<file path="src/rtl/lcd_timing_pkg.sv">
// Shared helpers for the LCD raster generator: axis totals, region
// boundaries and sync polarity mapping.
package lcd_timing_pkg;

  // Total clocks (or lines) in one axis period.
  function automatic int axis_total(input int active, input int fp,
                                    input int sync, input int bp);
    return active + fp + sync + bp;
  endfunction

  // First position of the active region (sync and back porch come first).
  function automatic int active_start(input int sync, input int bp);
    return sync + bp;
  endfunction

  // One past the last position of the active region.
  function automatic int active_end(input int sync, input int bp, input int active);
    return sync + bp + active;
  endfunction

  // Map a logical "sync asserted" to the panel's electrical level.
  function automatic logic sync_level(input logic asserted, input logic pol);
    return asserted ? pol : ~pol;
  endfunction

  // Electrical level of a deasserted sync line.
  function automatic logic sync_idle(input logic pol);
    return ~pol;
  endfunction

endpackage

</file>
<file path="src/rtl/lcd_delay_line.sv">
// Fixed-depth shift register with a per-bit asynchronous reset value.
// Depth 0 degenerates to a straight wire.
module lcd_delay_line #(
  parameter int             W       = 1,
  parameter int             DEPTH   = 1,
  parameter logic [W-1:0]   RST_VAL = '0
) (
  input  logic         clk,
  input  logic         rst,
  input  logic [W-1:0] d,
  output logic [W-1:0] q
);

  if (DEPTH == 0) begin : g_wire
    logic unused_clk_rst;
    assign unused_clk_rst = clk ^ rst;
    assign q = d;
  end else begin : g_shift
    logic [W-1:0] sr_q [DEPTH];
    logic [W-1:0] sr_d [DEPTH];

    // Next state: each tap takes the previous tap, tap 0 takes the input.
    always_comb begin
      sr_d[0] = d;
      for (int i = 1; i < DEPTH; i++) begin
        sr_d[i] = sr_q[i-1];
      end
    end

    // Shift on every clock; reset flushes every tap to the idle pattern.
    always_ff @(posedge clk or posedge rst) begin
      if (rst) begin
        for (int i = 0; i < DEPTH; i++) begin
          sr_q[i] <= RST_VAL;
        end
      end else begin
        for (int i = 0; i < DEPTH; i++) begin
          sr_q[i] <= sr_d[i];
        end
      end
    end

    assign q = sr_q[DEPTH-1];
  end

endmodule

</file>
<file path="src/rtl/lcd_timing_gen.sv">
// Parametrised LCD raster generator. Walks an h/v raster (sync, back
// porch, active, front porch per axis), flags pixels inside a movable
// image window, and issues frame-buffer reads RD_LAT clocks ahead of the
// display-side timing so RAM data lands together with lcd_de/img_de.
module lcd_timing_gen
  import lcd_timing_pkg::*;
#(
  parameter int H_ACTIVE = 800,
  parameter int H_FP     = 40,
  parameter int H_SYNC   = 48,
  parameter int H_BP     = 88,
  parameter int V_ACTIVE = 480,
  parameter int V_FP     = 13,
  parameter int V_SYNC   = 3,
  parameter int V_BP     = 32,
  parameter int HS_POL   = 0,
  parameter int VS_POL   = 0,
  parameter int IMG_W    = 100,
  parameter int IMG_H    = 100,
  parameter int CNT_W    = 12,
  parameter int ADDR_W   = 16,
  parameter int RD_LAT   = 1
) (
  input  logic              clk,
  input  logic              rest,
  input  logic              en,
  input  logic [CNT_W-1:0]  img_x,
  input  logic [CNT_W-1:0]  img_y,
  output logic              lcd_pwm,
  output logic              lcd_hs,
  output logic              lcd_vs,
  output logic              lcd_de,
  output logic              img_de,
  output logic [CNT_W-1:0]  xofs,
  output logic [CNT_W-1:0]  yofs,
  output logic              rd_en,
  output logic [ADDR_W-1:0] addr,
  output logic              frame_start
);

  localparam int CW1   = CNT_W + 1;
  localparam int H_TOT = axis_total(H_ACTIVE, H_FP, H_SYNC, H_BP);
  localparam int V_TOT = axis_total(V_ACTIVE, V_FP, V_SYNC, V_BP);

  // Boundaries held one bit wider than the counters so window-edge sums
  // (wx + IMG_W) cannot wrap.
  localparam logic [CNT_W:0] H_LAST   = CW1'(H_TOT - 1);
  localparam logic [CNT_W:0] V_LAST   = CW1'(V_TOT - 1);
  localparam logic [CNT_W:0] H_SYNC_E = CW1'(H_SYNC);
  localparam logic [CNT_W:0] V_SYNC_E = CW1'(V_SYNC);
  localparam logic [CNT_W:0] H_ACT_S  = CW1'(active_start(H_SYNC, H_BP));
  localparam logic [CNT_W:0] H_ACT_E  = CW1'(active_end(H_SYNC, H_BP, H_ACTIVE));
  localparam logic [CNT_W:0] V_ACT_S  = CW1'(active_start(V_SYNC, V_BP));
  localparam logic [CNT_W:0] V_ACT_E  = CW1'(active_end(V_SYNC, V_BP, V_ACTIVE));
  localparam logic [CNT_W:0] IMG_W_E  = CW1'(IMG_W);
  localparam logic [CNT_W:0] IMG_H_E  = CW1'(IMG_H);

  localparam logic [ADDR_W-1:0] IMG_W_A = ADDR_W'(IMG_W);

  localparam logic HS_POL_L = (HS_POL != 0);
  localparam logic VS_POL_L = (VS_POL != 0);

  // Display bundle order: {frame_start, img_de, lcd_de, vs, hs, yofs, xofs}
  localparam int PIPE_W = 5 + 2 * CNT_W;
  localparam logic [PIPE_W-1:0] PIPE_RST =
    {1'b0, 1'b0, 1'b0, sync_idle(VS_POL_L), sync_idle(HS_POL_L), {(2*CNT_W){1'b0}}};

  // Raster counters and latched window origin
  logic [CNT_W-1:0]  h_q, h_d, v_q, v_d;
  logic [CNT_W-1:0]  wx_q, wx_d, wy_q, wy_d;

  // Incremental read-address generation
  logic [ADDR_W-1:0] base_q, base_d, col_q, col_d, addr_q, addr_d;
  logic              rd_en_q, rd_en_d;
  logic              pwm_q, pwm_d;

  // Stage-0 display-side signals
  logic              de_p0_q, de_p0_d, img_p0_q, img_p0_d, fs_p0_q, fs_p0_d;
  logic              hs_p0_q, hs_p0_d, vs_p0_q, vs_p0_d;
  logic [CNT_W-1:0]  x_p0_q, x_p0_d, y_p0_q, y_p0_d;

  // Raster decode
  logic [CNT_W:0]    h_e, v_e, x_e, y_e, wx_e, wy_e;
  logic              at_origin, line_end, h_act, v_act, in_x, in_y;
  logic              win_pix, win_row;
  logic              unused_msb;

  // Decode the current raster position into regions and window membership.
  always_comb begin
    h_e       = {1'b0, h_q};
    v_e       = {1'b0, v_q};
    wx_e      = {1'b0, wx_q};
    wy_e      = {1'b0, wy_q};
    x_e       = h_e - H_ACT_S;
    y_e       = v_e - V_ACT_S;
    at_origin = (h_q == '0) && (v_q == '0);
    line_end  = (h_e == H_LAST);
    h_act     = (h_e >= H_ACT_S) && (h_e < H_ACT_E);
    v_act     = (v_e >= V_ACT_S) && (v_e < V_ACT_E);
    in_x      = (x_e >= wx_e) && (x_e < wx_e + IMG_W_E);
    in_y      = (y_e >= wy_e) && (y_e < wy_e + IMG_H_E);
    // Window geometry ignores en so the address stays position-exact even
    // when en drops and rises again inside a frame.
    win_pix   = h_act && v_act && in_x && in_y;
    win_row   = v_act && in_y;
  end

  assign unused_msb = x_e[CNT_W] ^ y_e[CNT_W];

  // Advance h/v; with en low, park at the origin once the frame completes.
  always_comb begin
    h_d = h_q;
    v_d = v_q;
    if (en || !at_origin) begin
      if (line_end) begin
        h_d = '0;
        v_d = (v_e == V_LAST) ? '0 : v_q + 1'b1;
      end else begin
        h_d = h_q + 1'b1;
      end
    end
  end

  // Window origin is taken from the inputs only while sitting at the origin.
  always_comb begin
    wx_d  = at_origin ? img_x : wx_q;
    wy_d  = at_origin ? img_y : wy_q;
    pwm_d = 1'b1;
  end

  // Stage-0 display signals, forced idle while en is low.
  always_comb begin
    de_p0_d  = en && h_act && v_act;
    img_p0_d = en && win_pix;
    fs_p0_d  = en && at_origin;
    hs_p0_d  = sync_level(en && (h_e < H_SYNC_E), HS_POL_L);
    vs_p0_d  = sync_level(en && (v_e < V_SYNC_E), VS_POL_L);
    x_p0_d   = de_p0_d ? x_e[CNT_W-1:0] : '0;
    y_p0_d   = de_p0_d ? y_e[CNT_W-1:0] : '0;
  end

  // Read address = row base + column; base steps by IMG_W per window row,
  // so no multiplier is needed. Address holds between reads.
  always_comb begin
    base_d  = base_q;
    col_d   = col_q;
    addr_d  = addr_q;
    rd_en_d = en && win_pix;
    if (win_pix) begin
      col_d = col_q + 1'b1;
    end
    if (en && win_pix) begin
      addr_d = base_q + col_q;
    end
    if (line_end) begin
      col_d = '0;
      if (win_row) begin
        base_d = base_q + IMG_W_A;
      end
    end
    if (at_origin) begin
      base_d = '0;
      col_d  = '0;
      addr_d = '0;
    end
  end

  // ---- stage 0 boundary: counters, window, read port and display stage 0 ----
  // All state registers; reset drops everything to the idle raster.
  always_ff @(posedge clk or posedge rest) begin
    if (rest) begin
      h_q      <= '0;
      v_q      <= '0;
      wx_q     <= '0;
      wy_q     <= '0;
      base_q   <= '0;
      col_q    <= '0;
      addr_q   <= '0;
      rd_en_q  <= 1'b0;
      pwm_q    <= 1'b0;
      de_p0_q  <= 1'b0;
      img_p0_q <= 1'b0;
      fs_p0_q  <= 1'b0;
      hs_p0_q  <= sync_idle(HS_POL_L);
      vs_p0_q  <= sync_idle(VS_POL_L);
      x_p0_q   <= '0;
      y_p0_q   <= '0;
    end else begin
      h_q      <= h_d;
      v_q      <= v_d;
      wx_q     <= wx_d;
      wy_q     <= wy_d;
      base_q   <= base_d;
      col_q    <= col_d;
      addr_q   <= addr_d;
      rd_en_q  <= rd_en_d;
      pwm_q    <= pwm_d;
      de_p0_q  <= de_p0_d;
      img_p0_q <= img_p0_d;
      fs_p0_q  <= fs_p0_d;
      hs_p0_q  <= hs_p0_d;
      vs_p0_q  <= vs_p0_d;
      x_p0_q   <= x_p0_d;
      y_p0_q   <= y_p0_d;
    end
  end

  // ---- stages 1..RD_LAT: align display timing with RAM read data ----
  logic [PIPE_W-1:0] pipe_p0, pipe_out;

  assign pipe_p0 = {fs_p0_q, img_p0_q, de_p0_q, vs_p0_q, hs_p0_q, y_p0_q, x_p0_q};

  lcd_delay_line #(
    .W       (PIPE_W),
    .DEPTH   (RD_LAT),
    .RST_VAL (PIPE_RST)
  ) u_align (
    .clk (clk),
    .rst (rest),
    .d   (pipe_p0),
    .q   (pipe_out)
  );

  assign {frame_start, img_de, lcd_de, lcd_vs, lcd_hs, yofs, xofs} = pipe_out;

  assign rd_en   = rd_en_q;
  assign addr    = addr_q;
  assign lcd_pwm = pwm_q;

endmodule

</file>
<file path="config.mk">
export PLATFORM = sky130hd
export DESIGN_NAME = lcd_timing_gen
export DESIGN_NICKNAME = d
export VERILOG_FILES = /design/src/rtl/lcd_timing_pkg.sv /design/src/rtl/lcd_delay_line.sv /design/src/rtl/lcd_timing_gen.sv
export SDC_FILE = /design/constraint.sdc
export NUM_CORES = 1
export LEC_CHECK = 0
export CORE_MARGIN = 2
export CORE_UTILIZATION = 54
export CTS_BUF_LIST = sky130_fd_sc_hd__clkbuf_8
export DETAILED_ROUTE_END_ITERATION = 8
export GPL_TIMING_DRIVEN = 0
export PLACE_DENSITY = 0.84
export RECOVER_POWER = 100
export SYNTH_ARGS = -nofsm -noshare
export SYNTH_HDL_FRONTEND = slang
export SYNTH_HIERARCHICAL = 1
export SYNTH_SLANG_ARGS = --single-unit
</file>
<file path="constraint.sdc">
create_clock -name clk -period 3.8 [get_ports clk]
set_clock_uncertainty 0.2 [all_clocks]
set_input_delay 0.57 -clock clk [delete_from_list [all_inputs] [get_ports clk]]
set_output_delay 0.57 -clock clk [all_outputs]
set_load 0.05 [all_outputs]
</file>
==> impl_metrics.tcl <==
set metrics [dict create \
    dr.first_iter.drc_count 477 \
    startpoint_type "register" \
    drt-total-wl_microns 21200 \
    cts.sinks 153 \
    gp_congestion 0.920 \
    ys_ff_latch 153 \
    dp_slack_ps -732 \
    cp_data_required_time_ps 4000 \
    io_buffers 73 \
    fill_cells 1077 \
    place_inst 1150 \
    path_cells "inv_4, ha_4, or3b_4, a211o_1, nor2_2, xor2_2, ha_1, a21o_1, a21oi_2, o211ai_1, a21o_2, or4b_4, buf_6, or3_4, a21oi_2" \
    drc 0 \
    rsz0062_at_grt "true" \
    final_util 0.691 \
    antenna_found_initial 0 \
    dpl_cell_area_sq_um 9570 \
    hold_class "register to register" \
    cts_tree "yes" \
    areaGrowthSynthToFinish_pct 24.1 \
    drive_gt1_frac 0.167 \
    violations "capacitance limit, slew limit, setup timing" \
    cts_inserted_buffers 17 \
    crit_slowest_cell "or4b_4" \
    cts_buffer_depth 2 \
    finalNetCount 1088 \
    ys_warn_count 6 \
    power_density_nw_per_um2 555 \
    avgSynthCellArea_sq_um 9.84 \
    antenna_cells 0 \
    synth_ff_type "dfrtp_1" \
    syn_area_sq_um 8490 \
    maxCapViolCount 1 \
    slew_headroom -0.0183 \
    worst_pin_slew_ps 1530 \
    clock_latency_ps 480 \
    p_leak_nw 5.01 \
    cp_max_fo 5 \
    grt.overflow.total 0 \
    row_count 45 \
    clk_pin_slew_ps 100 \
    post-route-period-util 1.10 \
    start_util 0.556 \
    worstSetupPathType "register to register" \
    final_area_sq_um 10500 \
    period_minus_slack_ps 4180 \
    synth_edf_count 0 \
    cts-root-buf "clkbuf_8" \
    vias_per_cell 5.77 \
    yosysUniqueCellTypes 64 \
    synth.net_count 960 \
    finalSetupViolations 27 \
    grt_pass1_wl_microns 33900 \
    synth_cells 863 \
    ys_seq_area_frac 0.452 \
    ant_nets 0 \
    dieHeight_microns 129 \
    core_sq_um 15300 \
    finalHoldViolations 0 \
    finalNonFillerCells 1215 \
    p_total_mw 5.84 \
    regArea_sq_um 3840 \
    hpwl_microns 14700 \
    status "finished, violations left" \
    end_kind "register" \
    die_x_microns 129 \
    grt_max_degree 43 \
    htreeDepth 4 \
    timing.fmax_mhz 239 \
    grt_pass1_vias 6956 \
    die_area_sq_um 16700 \
    multi_input_area_sq_um 4550 \
    firstDrtPassIters 8 \
    slew_viol_final 32 \
    crit_path_frequent_cell "a21oi_2" \
    fin_ws_ps -377 \
    routed_wire_length_per_instance_microns 17.5 \
    arrival_ps 4380 \
    cpPeakStageDelay_ps 610 \
    synth-async-reset-ratio 1.00 \
    vias 7008 \
    ir_drop_mv 0.385 \
    io_pins 74 \
    grt_usage 0.260 \
]
[stage by stage]
step / hold slack (ps) / TNS, ps
final: 152 / -4560
after floorplan: 131 / -620
after CTS: 151 / -2590
after detailed placement: 135 / -26010
after global routing: 152 / -18350
after global placement: 132 / -23610
[placed cells by master, fill, tap and decap left out, types with 5 or more instances in the layout]
master and count:
xnor2_1 35, xor2_1 17, dlygate4sd3_1 48, inv_1 42, o21ai_0 46, nand3_2 5, nor2_1 42, clkbuf_1 25
a21o_1 8, buf_4 26, o211ai_1 5, buf_6 9, mux2i_1 29, nand3_1 35, a21oi_2 8, nor2b_1 22
a21oi_1 29, inv_6 7, nand2b_1 7, clkdlybuf4s50_1 25, o2111ai_1 5, clkbuf_4 5, and3_1 21, and2_1 5
dfrtp_1 146, nand4_1 18, o21ai_1 5, a211o_1 5, or2_2 11, nor3_1 17, nand2_1 91, ha_1 69
clkbuf_8 23
[state kept, by name, indices dropped and copies added, names as in the netlist]
register	cells
fs_p0_q	1
y_p0_q	12
img_p0_q	1
de_p0_q	1
lcd_pwm	1
base_q	14
u_align/q	29
wx_q	12
addr	16
col_q	16
vs_p0_q	1
wy_q	12
hs_p0_q	1
x_p0_q	12
h_q	12
v_q	12
[area by class of cell]
type / instances / share of cell area
well taps: 211 / 0.0251
inverters: 44 / 0.0163
flip-flops and latches: 153 / 0.364
plain buffers: 38 / 0.0267
clock inverters: 15 / 0.0145
clock buffers: 17 / 0.0222
repair buffers: 112 / 0.0992
multi-input cells: 625 / 0.432
[cell families after synthesis]
kind of cell | synth area share
adder cells (fa/ha/maj) | 0.103
AO/OA/AOI/OAI | 0.111
AND/OR/NAND/NOR | 0.193
flip-flops | 0.452
buffers and inverters | 0.0474
other | 0.000442
multiplexers | 0.0342
XOR/XNOR | 0.0598
[metal layers]
metal	GRT usage	share of wire
met1	0.327	0.41
met2	0.439	0.50
met3	0.0557	0.057
met4	0.105	0.031
met5	0	0
[cell usage after synthesis (21+ instances only)]
| cell | number | area share |
|---|---|---|
| nor2_1 | 43 | 0.019 |
| nor2b_1 | 22 | 0.016 |
| dfrtp_1 | 149 | 0.44 |
| and3_1 | 21 | 0.015 |
| nand3_1 | 41 | 0.024 |
| mux2i_1 | 29 | 0.034 |
| ha_1 | 70 | 0.10 |
| inv_1 | 44 | 0.019 |
| xnor2_1 | 38 | 0.039 |
| o21ai_0 | 53 | 0.031 |
| nand2_1 | 92 | 0.041 |
| a21oi_1 | 37 | 0.022 |
| clkbuf_1 | 27 | 0.012 |
[where the power goes]
group          total, mW  switching (mW)  internal, mW
Combinational       2.52            1.48          1.04
Clock               1.25           0.707         0.543
Sequential          2.07           0.188          1.88
[critical path, delay by kind of cell (launching register included)]
kind / cells / cell delay (ps)
XOR/XNOR: 1 / 180
AO/OA/AOI/OAI: 6 / 1150
flip-flops: 1 / 440
adder cells (fa/ha/maj): 2 / 390
buffers and inverters: 2 / 240
AND/OR/NAND/NOR: 4 / 1490
[worst paths after layout]
check,from,to,slack [ps],cells after the start
hold / removal,x_p0_q[10]$_DFF_PP0_,u_align/q[10]$_DFF_PP0_,150,0
hold reg to reg,x_p0_q[10]$_DFF_PP0_,u_align/q[10]$_DFF_PP0_,150,0
max in group asynchronous,rest,h_q[4]$_DFFE_PP0N_,360,5
setup / recovery,h_q[3]$_DFFE_PP0N_,addr[10]$_DFFE_PP0P_,-380,15
setup reg to reg,h_q[3]$_DFFE_PP0N_,addr[10]$_DFFE_PP0P_,-380,15
min in group asynchronous,rest,y_p0_q[8]$_DFF_PP0_,480,2
[repair_timing]
item	4_1_cts	5_1_grt
buffers inserted	21	12
setup endpoints to repair	47	46
gates cloned	2	1
resized for setup	45	53
pin swaps	19	39
hold buffers	0	0
No activity file was read; power rests on OpenSTA's default activity.
